==> config.mk <==
export PLATFORM = sky130hd
export DESIGN_NAME = ber_test_controller
export DESIGN_NICKNAME = d
export VERILOG_FILES = /design/src/rtl/ber_test_controller.sv
export SDC_FILE = /design/constraint.sdc
export NUM_CORES = 1
export LEC_CHECK = 0
export BUFFER_PORTS_ARGS = -buffer_cell sky130_fd_sc_hd__clkbuf_2
export CAP_MARGIN = 0
export CORE_AREA = 3 3 140 108
export CTS_BUF_LIST = sky130_fd_sc_hd__clkbuf_8
export DETAILED_ROUTE_END_ITERATION = 8
export DIE_AREA = 0 0 143 111
export HOLD_SLACK_MARGIN = 0.1
export MAX_ROUTING_LAYER = met4
export PLACE_DENSITY = 0.84
export REMOVE_ABC_BUFFERS = 1
export SYNTH_ARGS = -nofsm -noshare
export SYNTH_HDL_FRONTEND = slang
export SYNTH_SLANG_ARGS = --single-unit
==> constraint.sdc <==
create_clock -name clock -period 2.95 [get_ports clock]
set_input_delay 0.59 -clock clock [delete_from_list [all_inputs] [get_ports clock]]
set_output_delay 0.59 -clock clock [all_outputs]
set_load 0.05 [all_outputs]
==> src/rtl/ber_test_controller.sv <==
// ---------------------------------------------------------------------------
// ber_test_controller
//
// Purpose:
//   Sequences a bit-error-rate test over a serial channel. A PRBS7 pattern is
//   transmitted, the channel latency is located by stepping a lag value until
//   LOCK_WINDOW consecutive received bits match the delayed transmit history,
//   and then injection is enabled (inject_stop low) while mismatches are
//   counted over a programmed number of bits. Results hold until the next
//   test starts.
//
// Ports:
//   clock         in   single clock, all state changes on posedge
//   reset         in   asynchronous active-low reset
//   start         in   begin a test (accepted in IDLE, DONE or FAIL)
//   abort         in   cancel a running test (FLUSH, SEARCH, CHECK)
//   sample_count  in   number of bits to check, latched on accepted start
//   rx_data       in   bit returned from the channel
//   rx_valid      in   rx_data is a valid 0/1 decode
//   tx_data       out  PRBS bit driven into the channel
//   inject_stop   out  1 = error injection suppressed
//   busy          out  high in FLUSH, SEARCH and CHECK
//   done          out  high in DONE
//   fail          out  high in FAIL (no alignment found)
//   locked        out  alignment found, held through DONE
//   lag           out  current / found channel latency in cycles
//   error_count   out  saturating mismatch count from CHECK
//   bits_count    out  number of bits compared in CHECK
// ---------------------------------------------------------------------------
module ber_test_controller #(
  parameter int MAX_LAG     = 15,
  parameter int LOCK_WINDOW = 64,
  parameter int COUNT_W     = 32,
  parameter int ERR_W       = 32,
  parameter int LAG_W       = $clog2(MAX_LAG + 1)
) (
  input  logic               clock,
  input  logic               reset,
  input  logic               start,
  input  logic               abort,
  input  logic [COUNT_W-1:0] sample_count,
  input  logic               rx_data,
  input  logic               rx_valid,
  output logic               tx_data,
  output logic               inject_stop,
  output logic               busy,
  output logic               done,
  output logic               fail,
  output logic               locked,
  output logic [LAG_W-1:0]   lag,
  output logic [ERR_W-1:0]   error_count,
  output logic [COUNT_W-1:0] bits_count
);

  localparam int         RUN_W     = $clog2(LOCK_WINDOW + 1);
  localparam logic [6:0] LFSR_SEED = 7'h7F;

  typedef enum logic [2:0] {
    S_IDLE,
    S_FLUSH,
    S_SEARCH,
    S_CHECK,
    S_DONE,
    S_FAIL
  } state_t;

  state_t             state_q;
  logic [6:0]         lfsr_q;
  logic               tx_data_q;
  logic               inject_stop_q;
  logic               busy_q;
  logic               done_q;
  logic               fail_q;
  logic               locked_q;
  logic [LAG_W-1:0]   lag_q;
  logic [LAG_W-1:0]   flush_cnt_q;
  logic [RUN_W-1:0]   match_run_q;
  logic [ERR_W-1:0]   error_count_q;
  logic [COUNT_W-1:0] bits_count_q;
  logic [COUNT_W-1:0] sample_q;

  // past_q[k] holds the tx_data value driven k+1 cycles ago
  logic [MAX_LAG-1:0] past_q;

  logic [6:0]         lfsr_d;
  logic [MAX_LAG:0]   hist_d;
  logic               expected_bit;
  logic               mismatch;
  logic               running;
  logic               launch;
  logic               abort_hit;

  // Fibonacci PRBS7, x^7 + x^6 + 1: feedback from bits 6 and 5, shift left
  assign lfsr_d = {lfsr_q[5:0], lfsr_q[6] ^ lfsr_q[5]};

  // hist_d[0] is the bit currently on tx_data, hist_d[k] the bit k cycles ago
  assign hist_d = {past_q, tx_data_q};

  always_comb begin
    expected_bit = hist_d[lag_q];
    mismatch     = !rx_valid || (rx_data != expected_bit);
  end

  assign running   = (state_q == S_FLUSH) || (state_q == S_SEARCH) ||
                     (state_q == S_CHECK);
  // abort outranks start whenever a test is running
  assign abort_hit = abort && running;
  assign launch    = start && !running;

  always_ff @(posedge clock or negedge reset) begin
    if (!reset) begin
      state_q       <= S_IDLE;
      lfsr_q        <= LFSR_SEED;
      tx_data_q     <= 1'b0;
      inject_stop_q <= 1'b1;
      busy_q        <= 1'b0;
      done_q        <= 1'b0;
      fail_q        <= 1'b0;
      locked_q      <= 1'b0;
      lag_q         <= '0;
      flush_cnt_q   <= '0;
      match_run_q   <= '0;
      error_count_q <= '0;
      bits_count_q  <= '0;
      sample_q      <= '0;
      past_q        <= '0;
    end else begin
      past_q <= hist_d[MAX_LAG-1:0];

      // The pattern keeps running in every state except IDLE
      if (state_q != S_IDLE) begin
        lfsr_q    <= lfsr_d;
        tx_data_q <= lfsr_d[6];
      end

      if (launch) begin
        state_q       <= S_FLUSH;
        lfsr_q        <= LFSR_SEED;
        tx_data_q     <= LFSR_SEED[6];
        inject_stop_q <= 1'b1;
        busy_q        <= 1'b1;
        done_q        <= 1'b0;
        fail_q        <= 1'b0;
        locked_q      <= 1'b0;
        lag_q         <= '0;
        flush_cnt_q   <= '0;
        match_run_q   <= '0;
        error_count_q <= '0;
        bits_count_q  <= '0;
        sample_q      <= sample_count;
      end else if (abort_hit) begin
        // Counts and lag stay frozen for inspection
        state_q       <= S_IDLE;
        tx_data_q     <= 1'b0;
        inject_stop_q <= 1'b1;
        busy_q        <= 1'b0;
        done_q        <= 1'b0;
        fail_q        <= 1'b0;
        locked_q      <= 1'b0;
      end else begin
        case (state_q)
          S_FLUSH: begin
            // MAX_LAG+1 cycles so the channel and history hold real pattern
            if (flush_cnt_q == LAG_W'(MAX_LAG)) begin
              state_q     <= S_SEARCH;
              lag_q       <= '0;
              match_run_q <= '0;
            end else begin
              flush_cnt_q <= flush_cnt_q + 1'b1;
            end
          end

          S_SEARCH: begin
            if (mismatch) begin
              match_run_q <= '0;
              if (lag_q == LAG_W'(MAX_LAG)) begin
                state_q  <= S_FAIL;
                busy_q   <= 1'b0;
                fail_q   <= 1'b1;
                locked_q <= 1'b0;
              end else begin
                lag_q <= lag_q + 1'b1;
              end
            end else if (match_run_q == RUN_W'(LOCK_WINDOW - 1)) begin
              // This match completes the window
              state_q       <= S_CHECK;
              locked_q      <= 1'b1;
              inject_stop_q <= 1'b0;
              match_run_q   <= '0;
            end else begin
              match_run_q <= match_run_q + 1'b1;
            end
          end

          S_CHECK: begin
            if (bits_count_q < sample_q) begin
              bits_count_q <= bits_count_q + 1'b1;
              if (mismatch && (error_count_q != {ERR_W{1'b1}})) begin
                error_count_q <= error_count_q + 1'b1;
              end
            end else begin
              state_q       <= S_DONE;
              busy_q        <= 1'b0;
              done_q        <= 1'b1;
              inject_stop_q <= 1'b1;
            end
          end

          default: begin
            // IDLE, DONE and FAIL hold until an accepted start
          end
        endcase
      end
    end
  end

  assign tx_data     = tx_data_q;
  assign inject_stop = inject_stop_q;
  assign busy        = busy_q;
  assign done        = done_q;
  assign fail        = fail_q;
  assign locked      = locked_q;
  assign lag         = lag_q;
  assign error_count = error_count_q;
  assign bits_count  = bits_count_q;

endmodule

# == Word-level counts from Yosys, hierarchy flattened ==
# Cells that the tools add are included.
# classes
bitwise,1
add_sub_neg,5
magnitude_cmp,2
reduce_logical,34
eq_ne,23
muxes,65
# ops
op,n
32-bit 2-to-1 mux,9
32-bit by 1-bit adder with 32-bit output (second input constant),2
7-bit 2-to-1 mux,7
4-bit 2-to-1 mux,9
32-bit < comparator,1
32-bit != test (second input constant),1
1-bit 2-to-1 mux,27
3-bit 2-to-1 mux,7
3-bit nonzero test,7
3-bit AND reduction,5
7-bit case mux with 2 select lines,1
4-bit by 3-bit != test with 1-bit output (second input constant),3
4-bit != test (second input constant),3
4-bit AND reduction,3
5-bit by 4-bit != test with 1-bit output (second input constant),2
5-bit AND reduction,2
2-bit nonzero test,5
3-bit != test (second input constant),3
3-bit case mux with 3 select lines,1
4-bit by 1-bit adder with 4-bit output (second input constant),2
4-bit == test (second input constant),2
4-bit case mux with 2 select lines,1
4-bit nonzero test,2
7-bit by 1-bit adder with 7-bit output (second input constant),1
16 further kinds,24
# word_totals
register_bits,142
wordCells,145
out_inout_bits,74
in_bits,38

# == Longest topological paths before layout ==
# Gate-level depths: netlist of run 1.
# depth
ltp_word,10
depth_mapped,12
depth_no_buf,10

# == Least setup slack after synthesis of run 1 ==
# Ideal clock, no wire load.
# synth_path
kind,register to register
start,register lag_q[0] (netlist: lag[0])
end,register state_q[0]
path_slack_ns,-0.217
period_less_slack_ns,3.167
setup_time_ns,0.125
t_arrival_ns,3.041
stages_incl_launch_ff,11
path_cell_list,dfrtp_1 > buf_6 > mux4_1 > mux4_2 > xnor2_2 > nand2_2 > or3_1 > buf_6 > nand2_4 > nor3_2 > mux2_4
# synth_between
elab_chain_len,8
word_cells_on_any_way,12
classes_between,eq/ne (4); mux (6); reduce/logical (2)
# synth_rtl
item,line_no,source
from (decl),75,logic [LAG_W-1:0] lag_q;
from (signal assigned),182,lag_q <= lag_q + 1'b1;
1-bit binary-select mux with 4-bit select,100,expected_bit = hist_d[lag_q];
1-bit 2-to-1 mux (implied by the code),100,
1-bit != test,101,mismatch = !rx_valid || (rx_data != expected_bit);
1-bit logical OR,101,
3-bit 2-to-1 mux,174,if (mismatch) begin
3-bit case mux with 3 select lines,161,case (state_q)
3-bit 2-to-1 mux,151,end else if (abort_hit) begin
3-bit 2-to-1 mux,136,if (launch) begin
to (signal assigned),137,state_q <= S_FLUSH;
to (signal assigned),153,state_q <= S_IDLE;
to (signal assigned),177,state_q <= S_FAIL;
to (decl),67,state_t state_q;
# Several ways; a longest one is shown, not always the timed one. The select of a mux whose other input is x is not followed.
# A chain may end at the register's enable or synchronous reset.

# == Worst setup path in the final report of run 1 ==
# layout_path
start,register lag_q[0] (netlist: lag[0])
end,register error_count_q[20] (netlist: error_count[20])
# layout_between
elab_chain_len,7
# layout_rtl
item,line_no,source
1-bit binary-select mux with 4-bit select,100,
1-bit 2-to-1 mux (implied by the code),100,
1-bit != test,101,
1-bit logical OR,101,
1-bit logical AND,198,if (mismatch && (error_count_q != {ERR_W{1'b1}})) begin
2-bit nonzero test (no source line),--,
4-bit AND reduction (no source line),--,
to (signal assigned),199,error_count_q <= error_count_q + 1'b1;
to (decl),78,logic [ERR_W-1:0] error_count_q;
# Every way passes these cells. The select of a mux whose other input is x is not followed.

==> flow_summary.ini, run 1 <==
[status]
outcome = completed

[die]
ios = 112
rows = 37
initial_core_util_pct = 52.8
dieArea_mm2 = 0.0159
core_mm2 = 0.0137
die_h_um = 111
fp.dieW_um = 143

[logic_synthesis]
yosys.area.top_type_share_pct = 46.2
synth_seq_area_share_pct = 49.1
ys_types = 53
synth-main-ff-cell = dfrtp_1
syn_inst = 762
syn_area_mm2 = 0.00726
synth.most_common_cell = dfrtp_1
synth_top_cell_by_area = dfrtp_1
syn_area_per_cell_um2 = 9.53
synth_area_leaders = dfrtp_1 46%, ha_1 6.2%, xor2_1 5.9%
synth-seq-cells = 142
yosysWarnings = 0
synth.top_cells.by_count = 134 x dfrtp_1, 84 x nand2_1, 76 x nor2_1, 75 x o21ai_0, 49 x xor2_1
synth_edf_count = 0
async_reset_ff_share_pct = 100

[setup_path]
cp.arrival_ns = 3.29
path_class = reg -> reg
critPathCaptureType = flip-flop
crit_fanout = 5
cp-start-kind = flip-flop
required_ns = 3.33

[timing]
maxSlewHeadroom_pct = 53.5
rsz0062_at_grt = yes
fmax_ghz = 0.343
fin_crit_sh_pct = 98.7
hold_viol = 0
fin_skew_ns = 0.0196
slew_viol_final = 0
setup_viol = 0
max_slew.worst_pin.slew_ns = 0.698
layout_setup_ws_ns = 0.0387
period_needed_ns = 2.91

[global_route]
grt-ovfl-total = 0
grt_pass1_wl_um = 29400
first_global_vias = 5830
antenna_found_initial = 0
grtUsageTotal_pct = 23.4
grt_max_degree = 78

[finish]
final_cells = 1095
n_antenna_cell = 0
drive_gt1_share_pct = 24.0
syn_to_final_growth_pct = 20.9
final_core_util_pct = 63.8
nets = 983

[placed_design]
portBuffers = 111
routabilityCongestion = 0.892
place_ws_ns = -0.106
hpwl_um = 12600
dp.cells = 1053

[min_path]
hold_class = in -> async

[drt]
drt_wl_total_um = 17800
vias = 6194
first_pass_iters = 5
route.detailed.drc = 0
vias_per_cell = 5.66
detail-route-antenna-nets = 0
initialDrtViolationCount = 478
wl_per_cell_um = 16.3

[clocking]
cts_buffer_depth = 2
cts-htree-levels = 4
numCtsBuffers = 17
clock_sinks = 142
cts-root-buf = clkbuf_8
insertion_delay_ns = 0.45
cts.clk_slew.worst_paths_ns = 0.08
tritoncts = yes

[pwr]
vdd_drop_max_mv = 0.361
powerDensity_mw_per_mm2 = 749
swShare_pct = 37.7
p_int_uw = 4100
seqPwrFrac_pct = 41.2
switchingPower_uw = 2480
p_comb_share_pct = 35.7
p_clk_share_pct = 23.1
p_total_uw = 6580
p_leak_uw = 0.00438

[run]
drv_cap = 0
[final timing paths]
path,from,endpoint,slack [ns],depth (start not counted)
max,lag[0],error_count[20],0.04,8
min,reset,sample_q[10],0.16,1
max reg2reg,lag[0],error_count[20],0.04,8
min reg2reg,past_q[7],past_q[8],0.38,0
max in group asynchronous,reset,error_count[20],2.03,2
min in group clock,sample_count[21],sample_q[21],0.34,3
[what timing repair did]
item                       CTS  global route
hold buffers                 0             0
setup buffers                1            10
pin swaps                    1             4
hold endpoints to repair     0             0
setup endpoints to repair   12            49
resized for setup            1            11
gates cloned                 0             1
[metal layers]
metal  global-route usage, %  wire [um]  vias up
met5                       -          0        -
met4                    6.14        192        0
met3                    5.69       1580       23
met2                    32.4       7750      240
met1                    34.6       8280     2972
li1                        -          -     2959
[worst max-delay path, cell delays in order (launching register included)]
cell     delay [ns]
dfrtp_2        0.43
mux4_1         0.56
mux4_2         0.51
xnor2_2        0.17
nand2_2        0.13
o31a_1         0.29
nand2_1        0.18
or4_1          0.49
nand2_1        0.08
[cell type report]
cell class / count / area, um^2
inverters: 39 / 146
flip-flops and latches: 142 / 3560
fillers: 1084 / 4970
repair buffers: 164 / 1000
well taps: 175 / 219
clock inverters: 11 / 120
multi-input cells: 545 / 3460
clock buffers: 19 / 262
[state kept, by name, indices dropped and copies added (netlist names)]
signal and flops:
bits_count 32, error_count 32, sample_q 32, past_q 15, lfsr_q 7, match_run_q 7
flush_cnt_q 4, lag 4, state_q 3, busy 1, done 1, fail 1
inject_stop 1, locked 1, tx_data 1
[logic make-up after synthesis]
family / synth area share (%)
xor gates and xnor gates: 6.37
buffers and inverters: 4.12
and+or+nand+nor: 20.4
adders and majority gates: 6.20
DFF: 49.1
AOI/OAI and AO/OA: 11.3
muxes: 2.53
[cells in the final DEF, fill, tap and decap left out, drive strengths merged, types with 6 or more instances in the layout]
master,Yosys,layout
dfrtp,134,134
clkbuf,23,129
nand2,86,86
nor2,76,76
o21ai,76,76
buf,13,53
xor2,49,49
inv,39,40
ha,36,36
and3,34,34
nand3,33,33
nand4,32,32
a21oi,32,32
or3,12,12
and2,10,10
dfstp,8,8
o22ai,7,7
and4,6,6
[per-stage QoR]
| stage | area, um^2 | hold slack (ns) | setup TNS [ns] |
|---|---|---|---|
| detailed placement | 8250 | 0.353 | -0.435 |
| CTS | 8640 | 0.182 | 0 |
| finish | 8780 | 0.164 | 0 |
| floorplan | 7110 | 0.294 | -346.28 |
| global route | 8780 | 0.204 | -0.243 |
| global placement | 8250 | 0.355 | -0.0282 |
[power by group through the flow]
stage	Combinational (uW)	Clock (uW)	Sequential [uW]
2_1_floorplan	1320	0	2840
3_3_place_gp	2180	0	2710
3_5_place_dp	2260	0	2740
4_1_cts	2280	1550	2710
5_1_grt	2620	1630	2770
6_report	2350	1520	2710
No activity file was read; power rests on OpenSTA's default activity.
==> run 2, diff against run 1 <==
- ABC_AREA: default -> 1
- CORE_AREA: 3 3 140 108 -> 3 3 148 114
- CTS_BUF_LIST: sky130_fd_sc_hd__clkbuf_8 -> sky130_fd_sc_hd__clkbuf_4
- DIE_AREA: 0 0 143 111 -> 0 0 151 117
- PLACE_DENSITY: 0.84 -> 0.86
==> flow_summary.ini, run 2 <==
[status]
outcome = completed

[timing]
slew_viol_final = 0
maxSlewHeadroom_pct = 55.8
max_slew.worst_pin.slew_ns = 0.663
fin_crit_sh_pct = 91.0
period_needed_ns = 2.68
setup_viol = 0
fin_setup_tns_ns = 0
layout_setup_ws_ns = 0.265
fmax_ghz = 0.372
rsz0062_at_grt = no
hold_viol = 0
fin_skew_ns = 0.0234

[setup_path]
critPathCaptureType = flip-flop
critPathBufInv = 0
cp-start-kind = flip-flop
crit_fanout = 34
slowest_stage = dfrtp_1
crit_top_cell = nand2_1
path_class = reg -> reg
critPathMaxStageDelay_ns = 0.49
required_ns = 3.43
cp.arrival_ns = 3.16
path_cells = ha_1 > nand2_1 > nor2_1 > nand2_1 > nor4b_2 > nand2_1 > nand4_4 > nand2_4 > nand2_4 > nand2_1 > nand2_1
crit_family = simple AND/OR/NAND/NOR gates

[global_route]
grt-ovfl-total = 0
antenna_found_initial = 0
grtUsageTotal_pct = 26.0
grt_pass1_wl_um = 35400
first_global_vias = 7038
grt_max_degree = 107

[clocking]
cts.clk_slew.worst_paths_ns = 0.13
cts-root-buf = clkbuf_4
cts_resized = 0
insertion_delay_ns = 0.55
cts_buffer_depth = 2
clock_sinks = 142
numCtsBuffers = 17
tritoncts = yes
cts-htree-levels = 4

[finish]
final_cells = 1436
layout_common_cells = 321 x nand2_1, 134 x dfrtp_1, 110 x clkbuf_2, 103 x nor2_1, 96 x inv_1
final_area_mm2 = 0.00953
n_antenna_cell = 0
syn_to_final_growth_pct = 11.7
drive_gt1_share_pct = 17.1
final_common_cell = nand2_1
nets = 1292

[logic_synthesis]
synth.most_common_cell = nand2_1
yosys.area.top_type_share_pct = 39.3
syn_area_per_cell_um2 = 7.66
synth_area_leaders = dfrtp_1 39%, nand2_1 14%, ha_1 5.3%
synth_edf_count = 0
syn_area_mm2 = 0.00853
ys_types = 44
synth_top_cell_by_area = dfrtp_1
synth_seq_area_share_pct = 41.8
synth.top_cells.by_count = 321 x nand2_1, 134 x dfrtp_1, 103 x nor2_1, 96 x inv_1, 90 x nand3_1
yosysWarnings = 0
async_reset_ff_share_pct = 100
synth-main-ff-cell = dfrtp_1
synth-seq-cells = 142
syn_inst = 1113

[pwr]
p_leak_uw = 0.00461
powerDensity_mw_per_mm2 = 804
vdd_drop_max_mv = 0.615

[drt]
top_layer_used = met4
route.detailed.drc = 0
vias = 7732
dr_wl_met3_um = 1740
dr_wl_met2_um = 9050
detail-route-antenna-nets = 0
vias_per_cell = 5.38
drt_wl_total_um = 21600
first_pass_iters = 5
wl_met1_um = 10400
wl_per_cell_um = 15.0
initialDrtViolationCount = 621

[placed_design]
post_dp_cell_area_mm2 = 0.00922
portBuffers = 111
hpwl_um = 15600
dp.cells = 1403
place_ws_ns = 0.389
routabilityCongestion = 0.941

[die]
initial_core_util_pct = 55.7
ios = 112
fp.dieW_um = 151
rows = 39
core_mm2 = 0.0153
dieArea_mm2 = 0.0177
die_h_um = 117

[run]
drv_cap = 0

[min_path]
hold_class = in -> reg
run 2: logic make-up (layout without fill, tap and decap cells):
family / count (synthesis) / count (layout) / share of synthesized area [%]
simple gates: 618 / 618 / 32.6
fa+ha+maj: 36 / 36 / 5.28
buf+inv: 142 / 260 / 7.27
flops: 142 / 142 / 41.8
xor+xnor: 57 / 57 / 5.85
compound gates: 118 / 118 / 7.20
run 2: layout make-up:
class | instances | area [um^2]
fillers | 1387 | 5790
multi-input cells | 829 | 4350
flip-flops and latches | 142 | 3560
repair buffers | 120 | 657
inverters | 108 | 410
well taps | 205 | 256
clock buffers | 20 | 150
clock inverters | 12 | 145
run 2: timing repair:
action                                 CTS  global route
buffers inserted                         0             0
endpoints found under the hold margin   66             0
hold buffers                             1             0
run 2: final timing paths:
path	cells after the start	to	startpoint	slack, ns
setup / recovery	11	error_count[28]	bits_count[23]	0.27
hold / removal	3	sample_q[0]	sample_count[0]	0.24
setup reg to reg	11	error_count[28]	bits_count[23]	0.27
hold reg to reg	0	past_q[7]	past_q[6]	0.39
max in group asynchronous	3	lfsr_q[6]	reset	1.53
min in group asynchronous	2	past_q[10]	reset	0.60
run 2: through the flow:
stage	total power, uW	hold slack [ns]	utilization (%)
6_report	7670	0.235	62.2
5_1_grt	8240	0.203	62.2
4_1_cts	7670	0.186	62.2
3_5_place_dp	6340	0.363	60.2
3_3_place_gp	6200	0.356	60.2
2_1_floorplan	5320	0.294	-
run 2: power by group:
part           switching [uW]  internal [uW]  total, uW
Clock                     715            608       1320
Sequential                435           2520       2960
Combinational            2440            938       3380
run 2: per-layer routing:
| metal | track usage, % | vias to the layer above |
|---|---|---|
| li1 | - | 3823 |
| met1 | 38.4 | 3560 |
| met2 | 36.3 | 321 |
| met3 | 5.50 | 28 |
| met4 | 7.00 | 0 |
| met5 | - | - |
run 2: worst reg2reg max path, cell delays in order, from the launching register on:
cell and delay [ns]:
dfrtp_1 0.49, ha_1 0.34, nand2_1 0.09, nor2_1 0.24
nand2_1 0.10, nor4b_2 0.26, nand2_1 0.15, nand4_4 0.10
nand2_4 0.25, nand2_4 0.41, nand2_1 0.11, nand2_1 0.08
==> run 3, diff against run 2 <==
- CORE_AREA: 3 3 148 114 -> 3 3 142 110
- DIE_AREA: 0 0 151 117 -> 0 0 145 113
- PLACE_DENSITY: 0.86 -> 0.88
- clock period: 2.95 -> 2.9 ns (I/O delays scaled with it)
==> flow_summary.ini, run 3 (synthesized netlist as in run 2, its figures left out) <==
[placed_design]
routabilityCongestion = 0.949
hpwl_um = 15500
portBuffers = 111
dp.cells = 1397

[timing]
period_needed_ns = 2.49
fin_setup_tns_ns = 0
hold_viol = 0
max_slew.worst_pin.slew_ns = 0.521
fin_crit_sh_pct = 86.0
rsz0062_at_grt = no
setup_viol = 0
fin_skew_ns = 0.0255
maxSlewHeadroom_pct = 64.9
slew_viol_final = 0
fmax_ghz = 0.401

[pwr]
p_int_uw = 4080
p_clk_share_pct = 18.1
swShare_pct = 48.2
seqPwrFrac_pct = 38.2
p_leak_uw = 0.00463
vdd_drop_max_mv = 0.474
switchingPower_uw = 3800
p_comb_share_pct = 43.7
powerDensity_mw_per_mm2 = 825

[setup_path]
critPathCaptureType = flip-flop
cp-start-kind = flip-flop
required_ns = 3.37
path_class = reg -> reg
crit_fanout = 19
cp.arrival_ns = 2.97

[finish]
layout_common_cells = 321 x nand2_1, 134 x dfrtp_1, 110 x clkbuf_2, 103 x nor2_1, 96 x inv_1
fill_cells = 1216
final_common_cell = nand2_1
drive_gt1_share_pct = 17.2
nets = 1291
syn_to_final_growth_pct = 12.0
final_cells = 1431

[drt]
wl_per_cell_um = 15.0
initialDrtViolationCount = 788
wl_met1_um = 10000
top_layer_used = met4
detail-route-antenna-nets = 0
vias = 7868
dr_wl_met2_um = 9170
drt_wl_total_um = 21400
route.detailed.drc = 0
vias_per_cell = 5.50
dr_wl_met3_um = 1840
first_pass_iters = 7

[clocking]
numCtsBuffers = 17
insertion_delay_ns = 0.57
cts-root-buf = clkbuf_4
tritoncts = yes
clock_sinks = 142
cts-htree-levels = 4
cts.clk_slew.worst_paths_ns = 0.15
cts_buffer_depth = 2
cts_resized = 0

[die]
initial_core_util_pct = 59.6
ios = 112
die_h_um = 113
core_mm2 = 0.0143
dieArea_mm2 = 0.0164
fp.dieW_um = 145
rows = 38

[global_route]
grtUsageTotal_pct = 27.5
grt_pass1_wl_um = 35900
antenna_found_initial = 1
grt-ovfl-total = 0
first_global_vias = 7190
grt_max_degree = 107

[min_path]
hold_class = in -> reg

[status]
outcome = completed

[run]
drv_cap = 0
-- run 3: per-layer routing --
layer | GRT usage (%) | up-vias
li1 | - | 3809
met1 | 39.6 | 3672
met2 | 39.1 | 346
met3 | 6.12 | 41
met4 | 8.54 | 0
met5 | - | -
-- run 3: layout make-up --
cell class | instances | area [um^2] | area share, %
Clock buffer | 17 | 128 | 1.34
Sequential cell | 142 | 3560 | 37.3
Clock inverter | 15 | 195 | 2.04
Antenna cell | 1 | 2.50 | 0.0262
Multi-Input combinational cell | 829 | 4350 | 45.5
Timing Repair Buffer | 119 | 662 | 6.92
Inverter | 108 | 410 | 4.29
Tap cell | 200 | 250 | 2.62
-- run 3: worst paths after layout --
check | start | end | slack [ns] | depth (start not counted)
max in group asynchronous | reset | bits_count[21] | 1.55 | 3
worst min register to register | past_q[0] | past_q[1] | 0.37 | 0
worst min-delay path | sample_count[0] | sample_q[0] | 0.19 | 3
min in group asynchronous | reset | past_q[6] | 0.51 | 2
worst max-delay path | bits_count[23] | state_q[1] | 0.41 | 11
worst max register to register | bits_count[23] | state_q[1] | 0.41 | 11
-- run 3: power by group through the flow --
| stage | Sequential, uW | Combinational (uW) | Clock, uW |
|---|---|---|---|
| after detailed placement | 3050 | 3410 | 0 |
| after global placement | 3020 | 3270 | 0 |
| after CTS | 3010 | 3430 | 1450 |
| after global routing | 3090 | 3860 | 1530 |
| after floorplan | 3430 | 1980 | 0 |
| final | 3010 | 3450 | 1420 |
-- run 3: what timing repair did --
action                    in CTS  in global routing
hold endpoints to repair      52                  0
setup buffers                  0                  0
hold buffers                   1                  0
-- run 3: per-stage QoR --
stage / worst slack [ns] / hold WS [ns] / area (um^2) / util, % / total power [uW]
after floorplan: -0.00873 / 0.284 / 8320 / - / 5410
after global placement: 0.530 / 0.357 / 9220 / 64.4 / 6290
after detailed placement: 0.481 / 0.361 / 9220 / 64.4 / 6460
after CTS: 0.452 / 0.164 / 9560 / 66.8 / 7880
after global routing: 0.174 / 0.171 / 9560 / 66.8 / 8490
final: 0.406 / 0.187 / 9560 / 66.8 / 7880
-- run 3: critical path, stage by stage (launching register included) --
cell     delay, ns
dfrtp_1       0.49
ha_1          0.34
nand2_1       0.08
nor2_1        0.27
nand2_1       0.11
nor4b_2       0.26
nand2_1       0.14
nand4_4       0.10
buf_4         0.27
nand4_1       0.18
nand2_1       0.11
nand2_1       0.05
